### config.mk
export PLATFORM = sky130hd
export DESIGN_NAME = mccoy_acc_core
export DESIGN_NICKNAME = d
export VERILOG_FILES = /design/src/rtl/mccoy_acc_core.sv
export SDC_FILE = /design/constraint.sdc
export NUM_CORES = 1
export LEC_CHECK = 0
export CAP_MARGIN = 20
export CORE_AREA = 3 3 89 91
export DETAILED_ROUTE_END_ITERATION = 8
export DIE_AREA = 0 0 92 94
export PLACE_DENSITY = 0.68
export SETUP_SLACK_MARGIN = 0.5
export SYNTH_ARGS = -nofsm -noshare
export SYNTH_HDL_FRONTEND = slang
export SYNTH_SLANG_ARGS = --single-unit
### constraint.sdc
create_clock -name clk -period 5.1 [get_ports clk]
set_clock_uncertainty 0.1 [all_clocks]
set_input_delay 1.02 -clock clk [delete_from_list [all_inputs] [get_ports clk]]
set_output_delay 1.02 -clock clk [all_outputs]
set_load 0.02 [all_outputs]
### src/rtl/mccoy_acc_core.sv
// Accumulator execution core: one 3-bit-opcode instruction per enabled clock against
// a registered accumulator and a 2**OPND_W entry register file, with status flags.
module mccoy_acc_core #(
  parameter int unsigned DATA_W   = 6,
  parameter int unsigned OPND_W   = 3,
  parameter int unsigned SATURATE = 0
) (
  input  logic              clk,
  input  logic              reset,
  input  logic              en,
  input  logic [OPND_W+2:0] instr,
  output logic [DATA_W-1:0] acc,
  output logic              zero,
  output logic              neg,
  output logic              ovf
);

  localparam int unsigned NRegs = 2 ** OPND_W;
  localparam logic [DATA_W-1:0] MaxPos = {1'b0, {(DATA_W - 1){1'b1}}};
  localparam logic [DATA_W-1:0] MinNeg = {1'b1, {(DATA_W - 1){1'b0}}};

  typedef enum logic [2:0] {
    OpLi  = 3'd0,
    OpLsh = 3'd1,
    OpLr  = 3'd2,
    OpAdd = 3'd3,
    OpSub = 3'd4,
    OpNot = 3'd5,
    OpSr  = 3'd6,
    OpSra = 3'd7
  } op_e;

  logic [DATA_W-1:0] acc_q, acc_d;
  logic              zero_q, zero_d;
  logic              neg_q, neg_d;
  logic              ovf_q, ovf_d;
  logic [DATA_W-1:0] regs_q [NRegs];
  logic [DATA_W-1:0] regs_d [NRegs];

  op_e                      op;
  logic [OPND_W-1:0]        operand;
  logic [DATA_W-1:0]        rd_val;
  logic [DATA_W:0]          a_ext, b_ext, sum;
  logic                     arith_ovf;
  logic [DATA_W-1:0]        arith_res;
  logic signed [DATA_W-1:0] acc_s;
  logic [DATA_W-1:0]        sra_res;
  logic [DATA_W-1:0]        imm_ext;

  assign op      = op_e'(instr[2:0]);
  assign operand = instr[OPND_W+2:3];
  assign rd_val  = regs_q[operand];
  assign imm_ext = {{(DATA_W - OPND_W){operand[OPND_W-1]}}, operand};

  // Sign-extend by one bit so overflow is judged on the exact result.
  always_comb begin
    a_ext     = {acc_q[DATA_W-1], acc_q};
    b_ext     = {rd_val[DATA_W-1], rd_val};
    sum       = (op == OpSub) ? (a_ext - b_ext) : (a_ext + b_ext);
    arith_ovf = sum[DATA_W] ^ sum[DATA_W-1];
    if ((SATURATE != 0) && arith_ovf) begin
      arith_res = sum[DATA_W] ? MinNeg : MaxPos;
    end else begin
      arith_res = sum[DATA_W-1:0];
    end
  end

  always_comb begin
    acc_s = acc_q;
    if (32'(operand) >= DATA_W) begin
      sra_res = {DATA_W{acc_q[DATA_W-1]}};
    end else begin
      sra_res = acc_s >>> operand;
    end
  end

  always_comb begin
    acc_d  = acc_q;
    ovf_d  = ovf_q;
    regs_d = regs_q;
    if (en) begin
      ovf_d = 1'b0;
      unique case (op)
        OpLi:  acc_d = imm_ext;
        OpLsh: acc_d = {acc_q[DATA_W-1-OPND_W:0], operand};
        OpLr:  acc_d = rd_val;
        OpAdd, OpSub: begin
          acc_d = arith_res;
          ovf_d = arith_ovf;
        end
        OpNot: acc_d = ~acc_q;
        OpSr:  regs_d[operand] = acc_q;
        OpSra: acc_d = sra_res;
        default: acc_d = acc_q;
      endcase
    end
    zero_d = (acc_d == '0);
    neg_d  = acc_d[DATA_W-1];
  end

  always_ff @(posedge clk or posedge reset) begin
    if (reset) begin
      acc_q  <= '0;
      zero_q <= 1'b1;
      neg_q  <= 1'b0;
      ovf_q  <= 1'b0;
      for (int i = 0; i < int'(NRegs); i++) begin
        regs_q[i] <= '0;
      end
    end else begin
      acc_q  <= acc_d;
      zero_q <= zero_d;
      neg_q  <= neg_d;
      ovf_q  <= ovf_d;
      for (int i = 0; i < int'(NRegs); i++) begin
        regs_q[i] <= regs_d[i];
      end
    end
  end

  assign acc  = acc_q;
  assign zero = zero_q;
  assign neg  = neg_q;
  assign ovf  = ovf_q;

endmodule

; ---- Word-level counts from Yosys, hierarchy flattened
; Cells that the tools add are included.
[classes]
addsub = 2
bitwise = 3
n_mux = 11
magnitude_cmp = 3
n_eq_ne = 7
reduce_logical = 5
n_shift = 1
[ops]
columns = op, n
row1 = $bwmux 48, 1
row2 = $pmux 6 s6, 1
row3 = $mux 6, 5
row4 = $bmux 6 s3, 1
row5 = $demux 6 s3, 1
row6 = $eq 3x3->1 const B, 4
row7 = $add 6x6->7, 1
row8 = $mux 7, 1
row9 = $sub 6x6->7, 1
row10 = $eq 3x2->1 const B, 2
row11 = $logic_not 6->1, 1
row12 = $not 6->6, 1
row13 = $sshr 6x3->6, 1
row14 = $ge 4x4->1 const B, 1
row15 = $lt 4x1->1 const B, 1
row16 = $not 3->4, 1
row17 = $eq 3x1->1 const B, 1
row18 = $ge 3x3->1 const B, 1
row19 = $logic_not 3->1, 1
row20 = $reduce_and 2->1, 1
row21 = $reduce_or 2->1, 1
row22 = $logic_and 1x1->1, 1
row23 = $mux 1, 1
row24 = $xor 1x1->1, 1
[totals]
ff_bits = 57
output_inout_bits = 9

; ---- Depth between registers and ports, before layout
; Gate-level depths: netlist of the first run.
[depth]
word_depth = 9
depth_mapped = 17
depth_no_buf = 14

; ---- Worst setup path after synthesis of the first run
; Ideal clock, no wire load.
[synth_timing]
kind = in2reg
startpoint = input port instr[5]
endpoint = register zero_q, in the netlist zero
slack_ns = 0.801
stages = 14
t_required_ns = 4.910
n_path_buf = 1
setup_ns = 0.090
arrival_ns = 4.109
path_cell_list = buf_6 > mux2_4 > a221o_1 > a22oi_4 > nand3_1 > o31ai_1 > xor2_1 > ha_1 > nor3b_1 > a311o_1 > a311oi_1 > nor2_1 > o32a_1 > nor4_2
[synth_via]
elab_chain_cells = 9
elab_cells_between_ends = 13
cone_classes = add/sub (2) / order compare (1) / shift (1) / mux (7) / bitwise (1) / reduce/logical (1)
[synth_rtl]
columns = element, line_no
row1 = start: declaration, 11  ; input logic [OPND_W+2:0] instr,
row2 = $not 3->4 (not written as such), 52  ; assign rd_val = regs_q[operand];
row3 = $bmux 6 s3, 52
row4 = $mux 6 (not written as such) (2 in series), 52
row5 = $add 6x6->7 or $sub 6x6->7 (tied branches), 59  ; sum = (op == OpSub) ? (a_ext - b_ext) : (a_ext + b_ext);
row6 = $mux 7, 59
row7 = $pmux 6 s6 (*), 83  ; unique case (op)
row8 = $mux 6 (*), 81  ; if (en) begin
row9 = net acc_d[5], 33  ; logic [DATA_W-1:0] acc_q, acc_d;
row10 = $logic_not 6->1 (*), 97  ; zero_d = (acc_d == '0);
row11 = net zero_d, 34  ; logic zero_q, zero_d;
row12 = end signal: assignment, 112  ; zero_q <= zero_d;
row13 = end: declaration, 34
; The timed path passes the listed nets; every way through them passes the cells marked *. The select of a mux whose other input is x is not followed.
; A chain may end at the register's enable or synchronous reset.

; ---- Final worst setup path of the first run
[layout_timing]
startpoint = input port instr[5]
endpoint = register zero_q, in the netlist zero
[layout_via]
elab_chain_cells = 9
elab_cells_between_ends = 13
cone_classes = add/sub (2) / order compare (1) / shift (1) / mux (7) / bitwise (1) / reduce/logical (1)
[layout_rtl]
columns = element, line_no
row1 = $not 3->4 (not written as such), 52
row2 = $bmux 6 s3, 52
row3 = $mux 6 (not written as such) (2 in series), 52
row4 = $add 6x6->7 or $sub 6x6->7 (tied branches), 59
row5 = $mux 7, 59
row6 = $pmux 6 s6 (*), 83
row7 = $mux 6 (*), 81
row8 = $logic_not 6->1 (*), 97
row9 = net zero_d, 34
; Marked as above.

==> results.cfg, run 1 <==
[clock_tree]
clkLatencyLatePin_ps = 320
h-tree-depth = 2
numCtsBuffers = 5
clock-root-buffer = clkbuf_8
cts_buffer_depth = 2
clock_sinks = 56
cts-hold-fix-buffers = 0
cts_tree = yes
path_clk_slew_ps = 100

[grt]
grt_pass1_vias = 2833
grt_usage = 0.2200
antenna_found_initial = 0
grt_pass1_wl_microns = 14800
grt-ovfl-total = 0
grt_max_degree = 57

[floorplan]
core_sq_um = 7214
die_area_sq_um = 8648
row_count = 31
ios = 18
initial_core_util = 0.5007
die_x_microns = 92
die_h_microns = 94

[sta]
final.min_clock_period_ps = 4394
fmax_mhz = 227.6
min_period_over_period = 0.8616
worstMarginPinSlew_ps = 860.5
slew_headroom = 0.4263
drv_slew = 0
fin_hold_ws_ps = 391.8
fin_setup_tns_ps = 0
hold_viol = 0
setup_viol = 0
rsz0062_at_grt = false

[synth]
synth_top_area_frac = 0.3810
synth_area_sq_um = 3612
synthesis.nets = 365
netlist_top_cells_area = dfrtp_1 38%, mux2_1 7.8%, mux2_2 4.1%
ys_types = 70
synthFlopType = dfrtp_1
synth-warning-count = 0
syn_area_per_cell_sq_um = 10.38
seq_area_frac_synth = 0.3883
synthCells = 348
synthTopCellsByCount = 55 x dfrtp_1, 25 x mux2_1, 25 x nor2_1
synth-edff-count = 0
yosysMostFrequentCell = dfrtp_1
async_flop_share = 1.000
yosysTopAreaCell = dfrtp_1
ys_ff_latch = 56

[routing]
wl_microns = 9088
via_per_inst = 6.207
ant_nets = 0
detailroute.via_count = 2911
drt_iter0_markers = 165
wire_per_inst_microns = 19.38
drc = 0
drt_pass1_iterations = 5

[finish]
insertedDiodeCount = 0
layout.nets = 386
nFillCells = 662
areaGrowthSynthToFinish_pct = 11.64
layout-drive-gt1-share = 0.1919
stdcell_area_sq_um = 4033

[power]
powerDensity_nw_per_um2 = 371.1
p_leak_nw = 1.791
ir_drop_mv = 0.1785

[placement]
port_buffers = 17
detailed_place_hpwl_microns = 6658
place_congestion = 0.9495
place_area_sq_um = 3913

[worst_setup_path]
cp-end-kind = register
reg2regPathDepth = 14
path_class = in2reg
critPathRequiredTime_ps = 5230
crit_path_start_kind = input pin
worstPathMaxFanout = 6
worstPathArrival_ps = 4530

[worst_hold_path]
whs_path_depth = 2
holdCritPathClass = reg2reg

[outcome]
status = finished clean

[run]
drv_cap = 0
-- routing by layer --
layer	up-vias	GRT usage	part of all wire
li1	1332	-	-
met1	1458	0.2976	0.44
met5	-	0	0
met2	100	0.3516	0.47
met3	21	0.03926	0.059
met4	0	0.08787	0.025
-- cell families after synthesis --
group                      count (synthesis)  share of synthesized area
muxes                                     57                     0.1926
DFF                                       56                     0.3883
buffers and inverters                     37                    0.05230
xor gates and xnor gates                   6                    0.01455
and+or+nand+nor                           95                     0.1392
adders and majority gates                  8                    0.02979
AOI/OAI and AO/OA                         89                     0.1832
-- placed cells by master, fill, tap and decap left out, types with 4 or more instances in the layout --
| master | count |
|---|---|
| dfrtp_1 | 55 |
| nor2_1 | 25 |
| mux2_1 | 25 |
| nand2_1 | 21 |
| buf_4 | 19 |
| o21ai_0 | 17 |
| clkdlybuf4s50_1 | 14 |
| mux2_2 | 13 |
| mux2i_1 | 11 |
| nand2b_1 | 10 |
| inv_1 | 9 |
| o21ai_1 | 9 |
| a21oi_1 | 9 |
| nand3_1 | 7 |
| ha_1 | 7 |
| a211oi_1 | 6 |
| inv_2 | 5 |
| nor3_1 | 5 |
| clkbuf_8 | 5 |
| nor3_2 | 4 |
| nor2b_1 | 4 |
| a2111oi_2 | 4 |
| mux4_2 | 4 |
| nand3b_1 | 4 |
-- critical path, cell delays in order --
cell,delay [ps]
clkdlybuf4s15_1,290
mux2_4,320
a221o_1,390
a22oi_4,250
ha_1,280
nor2_1,120
a21oi_1,80
fa_1,450
nand2b_1,210
a21oi_1,170
a211oi_1,100
a2111oi_2,350
buf_4,180
o22ai_1,80
nor4_2,230
-- sequential cells by signal, indices dropped and copies added, names as in the netlist --
register	flops
regs_q	48
acc	6
ovf	1
zero	1
-- layout make-up --
class                   count  area [sq um]  share of cell area
flip-flops and latches     56          1403              0.3478
clock buffers               5         68.82             0.01706
well taps                  99         123.9             0.03072
inverters                  14         52.55             0.01303
repair buffers             37         317.8             0.07881
clock inverters             3         22.52            0.005585
multi-input cells         255          2044              0.5070
-- where the power goes --
part / leakage [nW] / internal (mW) / switching (mW)
clock: 0.0485 / 0.0988 / 0.154
sequential: 0.729 / 0.526 / 0.0944
combinational: 1.01 / 0.298 / 0.326
total: 1.79 / 0.923 / 0.574
-- final timing paths --
kind	from	slack, ps	to
worst max register to register	regs_q[6]	1350	zero
worst min register to register	regs_q[36]	390	regs_q[36]
worst min-delay path	regs_q[36]	390	regs_q[36]
worst max-delay path	instr[5]	710	zero
max in group asynchronous	reset	3330	regs_q[21]
min in group asynchronous	reset	1110	regs_q[2]
-- metrics by stage --
stage / setup WS (ps) / utilization / total power, mW / std cells
floorplan: 801.4 / - / 1.048 / 348
global placement: 5.516 / 0.5423 / 1.211 / 460
detailed placement: -19.37 / 0.5423 / 1.226 / 460
CTS: 686.6 / 0.5593 / 1.498 / 469
global route: 507.3 / 0.5590 / 1.598 / 469
finish: 706.1 / 0.5590 / 1.497 / 469
-- what timing repair did --
action / in CTS / in global routing
gates cloned: 0 / 0
gates resized for setup: 10 / 3
pin swaps: 1 / 1
setup endpoints to repair: 2 / 2
setup buffers: 1 / 0
(Power assumes the default switching activity.)
==> run 2, diff against run 1 <==
ABC_AREA = 0   (was default)
CELL_PAD_IN_SITES_DETAIL_PLACEMENT = 0   (was default)
CELL_PAD_IN_SITES_GLOBAL_PLACEMENT = 2   (was default)
CORE_AREA = 3 3 96 98   (was 3 3 89 91)
DIE_AREA = 0 0 99 101   (was 0 0 92 94)
PLACE_DENSITY = default   (was 0.68)
PLACE_DENSITY_LB_ADDON = 0.1   (was default)
==> run 2 against run 1 <==
Effect of this change:
- core utilization shrank 7.4 points
- global-route usage is 1.2 points lower
- critical path depth increased by 1
- maximum frequency barely moved
- clock power grew 20%
- via count down 3.6%
- critical path type unchanged
- largest power group unchanged
==> results.cfg, run 2 (synthesized netlist as in run 1, its figures left out) <==
[finish]
stdcell_area_sq_um = 4149
areaGrowthSynthToFinish_pct = 14.86
largest-register = regs_q
insertedDiodeCount = 0
final_common_cell = dfrtp_1
layoutNonFillerInstCount = 485
mostFrequentLayoutCells = 55 x dfrtp_1, 25 x nor2_1, 25 x mux2_1, 25 x buf_4, 21 x nand2_1
layout-drive-gt1-share = 0.2069
largest_reg_flops = 48
layout.nets = 393

[clock_tree]
numCtsBuffers = 5
clkLatencyLatePin_ps = 320
clock_sinks = 56
cts-hold-fix-buffers = 0
cts_buffer_depth = 2
clock-root-buffer = clkbuf_8
h-tree-depth = 2
path_clk_slew_ps = 100
cts_tree = yes

[floorplan]
die_area_sq_um = 9999
initial_core_util = 0.4224
die_x_microns = 99
ios = 18
core_sq_um = 8551
row_count = 34
die_h_microns = 101

[routing]
detailroute.via_count = 2807
via_per_inst = 5.788
drt_iter0_markers = 196
wl_microns = 9714
wl_met3_microns = 308
met2WireLength_microns = 4744
drc = 0
wire_per_inst_microns = 20.03
top_layer = met4
ant_nets = 0
m1WireLength_microns = 4523
drt_pass1_iterations = 4

[sta]
rsz0062_at_grt = false
setup_viol = 0
hold_viol = 0
fmax_mhz = 227.8
fin_setup_tns_ps = 0
fin_hold_ws_ps = 394.9
drv_slew = 0
final.min_clock_period_ps = 4390
slew_headroom = 0.4814
min_period_over_period = 0.8608
worstMarginPinSlew_ps = 777.9

[worst_setup_path]
critPathRequiredTime_ps = 5240
worstPathArrival_ps = 4530
crit_path_start_kind = input pin
cp_num_buf_inv = 2
crit_chain = dlygate4sd2_1 -> buf_4 -> and2_1 -> a22o_1 -> a221oi_4 -> ha_1 -> and2_1 -> a21oi_1 -> xnor2_1 -> ha_1 -> nor2b_1 -> a311o_1 -> a311oi_2 -> nor2_1 -> o32a_1 -> nor4_2
crit_family = compound AO/OA/AOI/OAI gates
worstPathMaxFanout = 6
cpMaxStageDelayCell = a221oi_4
path_class = in2reg
max_stage_delay_ps = 360
cp-end-kind = register

[worst_hold_path]
holdCritPathClass = reg2reg

[placement]
place_inst = 476
port_buffers = 17
detailed_place_hpwl_microns = 7133
place_congestion = 0.8258
place_area_sq_um = 3976

[outcome]
status = finished clean

[power]
internal_power_mw = 0.9864
power.total_mw = 1.568
power_frac_comb = 0.412
switching_share = 0.3707
clkPwrFrac = 0.193
p_seq_frac = 0.395
switching_power_mw = 0.5812
p_leak_nw = 1.850
powerDensity_nw_per_um2 = 377.8
ir_drop_mv = 0.2096

[grt]
grt_max_degree = 57
grt_pass1_vias = 2905
grt_pass1_wl_microns = 16150
grt-ovfl-total = 0
grt_usage = 0.2081
antenna_found_initial = 0

[run]
drv_cap = 0
==> run 2: timing repair <==
item / CTS / global route
pin swaps: 1 / 4
gates resized for setup: 10 / 4
setup endpoints to repair: 2 / 2
setup buffers: 0 / 1
==> run 2: path summary, 6_finish.rpt <==
path | from | to | slack (ps) | depth (start not counted)
worst max register to register | regs_q[30] | zero | 1350 | 14
max in group asynchronous | reset | regs_q[4] | 3300 | 3
worst max-delay path | instr[4] | zero | 710 | 16
worst min-delay path | regs_q[18] | regs_q[18] | 390 | 1
worst min register to register | regs_q[18] | regs_q[18] | 390 | 1
min in group asynchronous | reset | regs_q[30] | 1120 | 3
==> run 2: through the flow <==
step / setup slack (ps) / util
floorplan: 801.4 / -
global placement: 67.64 / 0.4650
detailed placement: 33.86 / 0.4650
CTS: 506.7 / 0.4829
global route: 508.9 / 0.4852
finish: 709.9 / 0.4852
==> run 2: final cells by class <==
class                      instances  area [sq um]
clock buffer                       5         68.82
clock inverter                     3         47.55
fill                             806          4402
inverter                          14         52.55
multi-input combinational        255          2061
sequential                        56          1403
tap                              108         135.1
timing repair buffer              44         381.6
==> run 2: routing by layer <==
metal | vias to the layer above | track usage
met4 | 0 | 0.05462
met3 | 10 | 0.02768
met5 | - | 0
li1 | 1356 | -
met1 | 1401 | 0.2817
met2 | 40 | 0.3518
==> run 2: power groups by stage <==
stage	logic (mW)	registers [mW]	clock network, mW
after global placement	0.609	0.626	0
after CTS	0.638	0.620	0.310
final	0.646	0.619	0.303
after floorplan	0.458	0.590	0
after detailed placement	0.615	0.628	0
after global routing	0.720	0.634	0.328
==> RTL change, RTL diff (flow settings as in run 1) <==
Set the parameter `SATURATE` to 1 (it was 0).
--- a/src/rtl/mccoy_acc_core.sv
+++ b/src/rtl/mccoy_acc_core.sv
@@ -4,5 +4,5 @@
   parameter int unsigned DATA_W   = 6,
   parameter int unsigned OPND_W   = 3,
-  parameter int unsigned SATURATE = 0
+  parameter int unsigned SATURATE = 1
 ) (
   input  logic              clk,
Formal check against the unedited RTL: not equivalent (a bounded check fails within 10 cycles, from zero or initial values and one cycle with reset high).
==> RTL change against run 1 <==
Routed wire length grew 0.76%; area after synthesis is 3.1% lower; clock power up 17%; via count grew 2.0%; cell area is 7.3% higher; sequential cell count stayed put; count of clock-buffer cells in the layout rose by 1; hold slack got worse by 0.0090 ns; total power is 28% higher; setup slack got worse by 0.31 ns; largest cell class unchanged; largest power group unchanged.
==> RTL change: results (changes against run 1) <==
routing:
  first_iter_violations: 294  # +78%
  drt-met1-wl_mm: 4.185  # +3.7%
  met2WireLength_mm: 4.381  # +2.1%
  vias_per_cell: 5.801  # -6.5%
  detail_route.wl_per_cell_um: 17.88  # -7.7%
power:
  worst_ir_drop_vdd_uv: 243.5  # +36%
  switchingPower_w: 0.0007289  # +27%
  leakage_nw: 1.944  # +8.5%
  power_per_cell_area_mw_per_mm2: 441.1  # +19%
  seq-power_w: 0.000691  # +11%
grt:
  first_global_vias: 2947  # +4.0%
  wire_length_of_the_first_global_routing_pass_mm: 15.26  # +3.1%
  globalRouteMet1Util: 0.3027  # +0.005143
  global_route_usage_over_all_layers: 0.2258  # +0.005823
  gr-usage-met2: 0.3808  # +0.02920
layout:
  bufAreaShareNonClock: 0.1386  # +0.05975
  clock_area_frac: 0.02574  # +0.003095
  comb.multi_input.count: 264  # +3.5%
  final.fill_count: 644  # -2.7%
  area_growth_syn_to_layout_pct: 23.55
  multi_input_comb_area_sq_mm: 0.002039  # -0.24%
  fin_cells: 512  # +9.2%
  number_of_buffers_other_than_clock_buffers_in_the_final_layout: 72  # +95%
  final_net_count: 429  # +11%
  inv_count: 13  # -1
critical_path:
  worst_r2r_path_depth: 19  # +5
  critical_path.max_stage_delay_ns: 0.31  # -0.14 ns
  r2r_slack_ns: 0.97  # -0.38 ns
  regToRegStartpoint: "regs_q[37]$_DFFE_PP0P_"
  crit_arrival_ns: 4.85  # +0.32 ns
  timing.critical_path.slowest_stage_cell: "sky130_fd_sc_hd__maj3_2"
logic_synthesis:
  synth_cell_type_count: 68  # -2.9%
  synth.area.top_cells: "sky130_fd_sc_hd__dfrtp_1, sky130_fd_sc_hd__mux2_2, sky130_fd_sc_hd__o21ai_0, sky130_fd_sc_hd__nand2_1, sky130_fd_sc_hd__nor2_1"
  synth-xor-area-share: 0.01751  # +0.002965
  syn_area_sq_mm: 0.003501  # -3.1%
  avgSynthCellArea_sq_um: 9.834  # -5.3%
  synth.area.mux_share: 0.1680  # -0.02461
  yosysTopAreaCellShare: 0.3931  # +0.01212
  synth_compound_gate_area_share: 0.2044  # +0.02120
run_status:
  status: "completed"
timing:
  worst_slew_margin_rel: 0.4759  # +0.04959
  holdWs_ns: 0.3828  # -0.009023 ns
  timing.final.crit_share: 0.9219  # +0.06039
place:
  dpl_cell_area_sq_mm: 0.004085  # +4.4%
  globalplace.congestion: 0.9082  # -4.3%
  placed_cells: 498  # +8.3%
  detailed_place_hpwl_mm: 6.510  # -2.2%
-- RTL change: worst min-delay path by stage --
stage | from | to | cells after the start
after floorplan | regs_q[0]$_DFFE_PP0P_ | regs_q[0]$_DFFE_PP0P_ | 2
after global placement | regs_q[29]$_DFFE_PP0P_ | regs_q[29]$_DFFE_PP0P_ | 2
after detailed placement | regs_q[29]$_DFFE_PP0P_ | regs_q[29]$_DFFE_PP0P_ | 2
after CTS | regs_q[29]$_DFFE_PP0P_ | regs_q[29]$_DFFE_PP0P_ | 2
after global routing | regs_q[0]$_DFFE_PP0P_ | regs_q[0]$_DFFE_PP0P_ | 2
final | regs_q[29]$_DFFE_PP0P_ | regs_q[29]$_DFFE_PP0P_ | 2
-- RTL change: timing repair --
action,in CTS,in global routing
pin swaps,13,14
gates resized for setup,18,9
setup endpoints to repair,8,5
endpoints found under the hold margin,0,0
setup buffers,5,0
hold buffers,0,0
gates cloned,1,0
